## config.mk

```make
export PLATFORM = sky130hd
export DESIGN_NAME = param_stack_datapath
export DESIGN_NICKNAME = d
export VERILOG_FILES = /design/src/rtl/param_stack_datapath.sv
export SDC_FILE = /design/constraint.sdc
export NUM_CORES = 1
export LEC_CHECK = 0
export ABC_AREA = 1
export BUFFER_PORTS_ARGS = -buffer_cell sky130_fd_sc_hd__buf_2
export CORE_ASPECT_RATIO = 0.7
export CORE_MARGIN = 2
export CORE_UTILIZATION = 65
export CTS_CLUSTER_SIZE = 20
export DETAILED_ROUTE_END_ITERATION = 6
export MAX_ROUTING_LAYER = met4
export PLACE_DENSITY = 0.95
export SETUP_SLACK_MARGIN = 0.5
export SLEW_MARGIN = 20
export SYNTH_ARGS = -nofsm -noshare
export SYNTH_HDL_FRONTEND = slang
export SYNTH_SLANG_ARGS = --single-unit
```

## constraint.sdc

```tcl
create_clock -name CLK -period 5.95 [get_ports CLK]
set_input_delay 0.8925 -clock CLK [delete_from_list [all_inputs] [get_ports CLK]]
set_output_delay 0.8925 -clock CLK [all_outputs]
set_load 0.01 [all_outputs]
```

## src/rtl/param_stack_datapath.sv

```systemverilog
// Parametrised LIFO stack (entry 0 = top) whose top two entries feed a signed ALU.
// Optional build macro STACK_PEEK_EN adds a combinational peek port into the stack.
module param_stack_datapath #(
  parameter int WIDTH = 16,
  parameter int DEPTH = 16
) (
  input  logic                       CLK,
  input  logic                       reset,
  input  logic [2:0]                 stackOP,
  input  logic [3:0]                 aluOP,
  input  logic                       mux_selector,
  input  logic [WIDTH-1:0]           immediate,
  output logic [WIDTH-1:0]           aOut,
  output logic [WIDTH-1:0]           bOut,
  output logic [WIDTH-1:0]           ALU_out,
  output logic                       Overflow,
  output logic                       full,
  output logic                       empty,
  output logic [$clog2(DEPTH+1)-1:0] depth_count,
`ifdef STACK_PEEK_EN
  input  logic [$clog2(DEPTH)-1:0]   peek_idx,
  output logic [WIDTH-1:0]           peek_data,
`endif
  output logic                       stack_err
);

  localparam int CW = $clog2(DEPTH+1);

  localparam logic [2:0] OP_NOP   = 3'd0;
  localparam logic [2:0] OP_PUSH  = 3'd1;
  localparam logic [2:0] OP_BINOP = 3'd2;
  localparam logic [2:0] OP_DROP  = 3'd3;
  localparam logic [2:0] OP_CMP   = 3'd4;
  localparam logic [2:0] OP_SWAP  = 3'd5;
  localparam logic [2:0] OP_ROT   = 3'd6;
  localparam logic [2:0] OP_CLEAR = 3'd7;

  logic [WIDTH-1:0] entry      [DEPTH];
  logic [WIDTH-1:0] entry_next [DEPTH];
  logic [CW-1:0]    count, count_next;
  logic             err, err_next;
  logic [WIDTH-1:0] push_val;

  assign aOut        = (count >= CW'(1)) ? entry[0] : '0;
  assign bOut        = (count >= CW'(2)) ? entry[1] : '0;
  assign full        = (count == CW'(DEPTH));
  assign empty       = (count == '0);
  assign depth_count = count;
  assign stack_err   = err;
  assign push_val    = mux_selector ? immediate : ALU_out;

  // ALU: A is the top of stack, B the entry beneath it.
  always_comb begin
    // NOTE: every output of a combinational block gets a default first so no path infers a latch.
    ALU_out  = '0;
    Overflow = 1'b0;
    case (aluOP)
      4'd0: begin
        ALU_out  = bOut + aOut;
        Overflow = (aOut[WIDTH-1] == bOut[WIDTH-1]) && (ALU_out[WIDTH-1] != bOut[WIDTH-1]);
      end
      4'd1: begin
        ALU_out  = bOut - aOut;
        Overflow = (aOut[WIDTH-1] != bOut[WIDTH-1]) && (ALU_out[WIDTH-1] != bOut[WIDTH-1]);
      end
      4'd2:    ALU_out = bOut & aOut;
      4'd3:    ALU_out = bOut | aOut;
      4'd4:    ALU_out = bOut ^ aOut;
      4'd5:    ALU_out = aOut;
      4'd6:    ALU_out = bOut;
      4'd7:    ALU_out = WIDTH'(aOut == bOut);
      4'd8:    ALU_out = WIDTH'(aOut == '0);
      4'd9:    ALU_out = WIDTH'($signed(bOut) < $signed(aOut));
      default: ALU_out = '0;
    endcase
  end

  // Next-state: pushes shift entries down, pops shift them up and zero the bottom
  // slot, so a popped value can never resurface.
  always_comb begin
    entry_next = entry;
    count_next = count;
    err_next   = err;
    case (stackOP)
      OP_PUSH: begin
        if (full) begin
          err_next = 1'b1;
        end else begin
          for (int i = DEPTH-1; i > 0; i--) entry_next[i] = entry[i-1];
          entry_next[0] = push_val;
          count_next    = count + CW'(1);
        end
      end
      OP_BINOP: begin
        if (count >= CW'(2)) begin
          entry_next[0] = ALU_out;
          for (int i = 1; i < DEPTH-1; i++) entry_next[i] = entry[i+1];
          entry_next[DEPTH-1] = '0;
          count_next = count - CW'(1);
        end else begin
          entry_next[0] = ALU_out;
          count_next    = CW'(1);
          err_next      = 1'b1;
        end
      end
      OP_DROP: begin
        if (empty) begin
          err_next = 1'b1;
        end else begin
          for (int i = 0; i < DEPTH-1; i++) entry_next[i] = entry[i+1];
          entry_next[DEPTH-1] = '0;
          count_next = count - CW'(1);
        end
      end
      OP_SWAP: begin
        if (count < CW'(2)) begin
          err_next = 1'b1;
        end else begin
          entry_next[0] = entry[1];
          entry_next[1] = entry[0];
        end
      end
      OP_ROT: begin
        if (count < CW'(3)) begin
          err_next = 1'b1;
        end else begin
          entry_next[0] = entry[2];
          entry_next[1] = entry[0];
          entry_next[2] = entry[1];
        end
      end
      OP_CLEAR: begin
        for (int i = 0; i < DEPTH; i++) entry_next[i] = '0;
        count_next = '0;
        err_next   = 1'b0;
      end
      OP_NOP, OP_CMP: ;
      default: ;
    endcase
  end

  always_ff @(posedge CLK or negedge reset) begin
    if (!reset) begin
      // NOTE: the storage array is reset too, because stale entries would be visible after pushes/peeks.
      for (int i = 0; i < DEPTH; i++) entry[i] <= '0;
      count <= '0;
      err   <= 1'b0;
    end else begin
      // NOTE: sequential state uses non-blocking assignment so all registers update together.
      entry <= entry_next;
      count <= count_next;
      err   <= err_next;
    end
  end

`ifdef STACK_PEEK_EN
  assign peek_data = (CW'(peek_idx) < count) ? entry[peek_idx] : '0;
`endif

endmodule

```

==> impl_metrics.yaml <==
sta:
  setup_viol: 0
  drv_slew: 0
  fin_crit_ns: 5.09
  hold_viol: 0
  fmax_mhz: 197
  fin_crit_sh: 0.855
  setup_tns_ns: 0
  skew_ns: 0.0153
  tightest_slew_ns: 1.14
  rsz0062_at_grt: "no"
  slew_headroom: 0.242
final_layout:
  final_cell_mix: "nand2_1, inv_1, dfrtp_1, o22ai_1, o21ai_1"
  instances_no_fill: 2626
  final_common_cell: "nand2_1"
  nets: 2370
  drive_above_1_share: 0.0679
  syn_to_final_growth_pct: 5.84
grt:
  grt_max_degree: 221
  track_usage: 0.400
  grt_pass1_vias: 15000
  gr-total-overflow: 0
  antenna_found_initial: 2
  grt_first_pass_wirelength_um: 79200
clock_network:
  clock-sinks: 262
  cts_tree: "yes"
  h-tree-depth: 1
  numCtsBuffers: 22
  worst_skew_pair.late_latency_ns: 0.53
  clk_path_buf_depth: 3
  path_clk_slew_ns: 0.08
  root_buffer: "clkbuf_16"
die:
  ioPinCount: 83
  die_width_um: 193
  fp.coreArea_sq_um: 24600
  start_util: 0.660
  die_h_um: 136
  row_count: 48
  die-area_sq_um: 26300
logic_synthesis:
  syn_area_sq_um: 16300
  synthCells: 2298
  ys_seq_elements: 262
  synthDistinctLibCells: 38
  syn-num-nets: 2382
  syn_avg_cell_area_sq_um: 7.08
  synth_seq_area_share: 0.403
  yosys_warnings: 0
setup_path:
  critPathMaxStageDelay_ns: 0.46
  crit_slowest_cell: "dfrtp_1"
  path_cells: "inv_1 > ha_1 > inv_1 > nand2_2 > nand2_1 > inv_1 > ha_1 > inv_1 > fa_1 > inv_1 > nand3_1 > nand3_1 > nand3_1 > nand2_1 > nand2_1 > nand3_1 > nand3_1 > buf_2"
  startpoint_type: "register"
  path_max_fanout: 24
  worst_ep_required_time_ns: 5.06
  critPathCaptureType: "output pin"
  regToRegSetupSlack_ns: 1.96
  crit_type: "reg -> out"
  arrival_ns: 4.19
route:
  num_vias: 16100
  drc_errors: 0
  drt-vias-per-instance: 6.13
  drt_pass1_iterations: 6
  first_iter_violations: 2215
  ant_nets: 0
  drt-total-wl_um: 50900
  routedWlPerCell_um: 19.4
placement:
  gp_congestion: 1.05
  portBuffers: 82
  dp_hpwl_um: 34400
  place_inst: 2587
outcome:
  run_status: "finished, final reports clean"
min_path:
  hold_path.class: "in -> async"
pwr:
  p_leak_uw: 0.00862
  peakVddDrop_mv: 0.363
  power_density_nw_per_um2: 581
flow_run:
  drv_cap: 0
-- registers in the layout, indices dropped and copies added, names as in the netlist --
register and flops:
stack_err 1, entry 256, depth_count 5
-- power by group --
group          leakage [uW]  switching (uW)  internal, uW
clock              0.000337             669           756
sequential          0.00339             357          2470
combinational       0.00489            4070          1680
-- area by class of cell --
| class | count | area, sq um |
|---|---|---|
| clock buffers | 31 | 646 |
| multi-input cells | 1516 | 7550 |
| fillers | 1877 | 7410 |
| repair buffers | 95 | 543 |
| diodes | 2 | 5.00 |
| inverters | 389 | 1470 |
| clock inverters | 6 | 32.5 |
| flip-flops and latches | 262 | 6560 |
| well taps | 325 | 407 |
-- cells in the mapped netlist, drive strengths merged --
cell type	count	share of area
clkbuf	69	0.016
fa	2	0.0025
nand3	113	0.035
nor3	11	0.0043
o21bai	1	0.00046
dfrtp	262	0.40
xor2	4	0.0022
o32ai	1	0.00054
o21ai	265	0.082
nor2	174	0.043
a31oi	3	0.0012
nand2	571	0.13
a221oi	1	0.00054
o22ai	221	0.085
a21oi	69	0.021
ha	56	0.043
inv	388	0.090
mux2	1	0.00069
buf	62	0.027
clkinv	1	0.00023
nand3b	1	0.00046
o211ai	1	0.00046
xnor2	1	0.00054
and2	1	0.00038
a22oi	7	0.0032
nand4	12	0.0046
-- routing by layer --
metal,vias to the layer above,wire length (um),track usage
met5,-,0,-
met1,7681,21100,0.545
met2,907,23900,0.628
li1,7412,-,-
met4,0,1130,0.0972
met3,104,4830,0.0710
-- critical path, delay by kind of cell (launching register included) --
family	cells	cell delay (ns)
and+or+nand+nor	9	1.58
adders and majority gates	3	0.84
buffers and inverters	6	0.80
DFF	1	0.46
-- cell families (layout without fill, tap and decap cells) --
| kind of cell | Yosys count | after routing | synth area share |
|---|---|---|---|
| and+or+nand+nor | 883 | 883 | 0.220 |
| AOI/OAI and AO/OA | 569 | 569 | 0.194 |
| buffers and inverters | 520 | 521 | 0.133 |
| DFF | 262 | 262 | 0.403 |
| adders and majority gates | 58 | 58 | 0.0455 |
| xor gates and xnor gates | 5 | 5 | 0.00269 |
| muxes | 1 | 1 | 0.000692 |
| other | 0 | 2 | 0 |
-- through the flow --
stage / utilization / hold slack, ns / total power, uW / instance area, sq um / worst slack [ns]
floorplan: - / 0.465 / 6650 / 16300 / 2.29
global placement: 0.671 / 0.477 / 8140 / 16500 / 1.28
detailed placement: 0.671 / 0.481 / 8280 / 16500 / 1.31
CTS: 0.698 / 0.399 / 9790 / 17200 / 0.739
global route: 0.699 / 0.426 / 10700 / 17200 / 0.544
finish: 0.699 / 0.355 / 10000 / 17200 / 0.864
-- what timing repair did --
action | in CTS | in global routing
gates resized for setup | 0 | 1
endpoints found under the setup margin | 0 | 12
hold buffers | 0 | 0
buffers inserted | 0 | 0
-- final timing paths --
| kind | start | endpoint | depth (start not counted) |
|---|---|---|---|
| setup / recovery | depth_count[0] | ALU_out[10] | 18 |
| hold / removal | reset | entry[58] | 1 |
| setup reg to reg | depth_count[0] | entry[250] | 21 |
| hold reg to reg | stack_err | stack_err | 2 |
| max in group asynchronous | reset | entry[242] | 2 |
| min in group CLK | stack_err | stack_err | 2 |
Note: power is estimated with default switching activity, not from simulation.
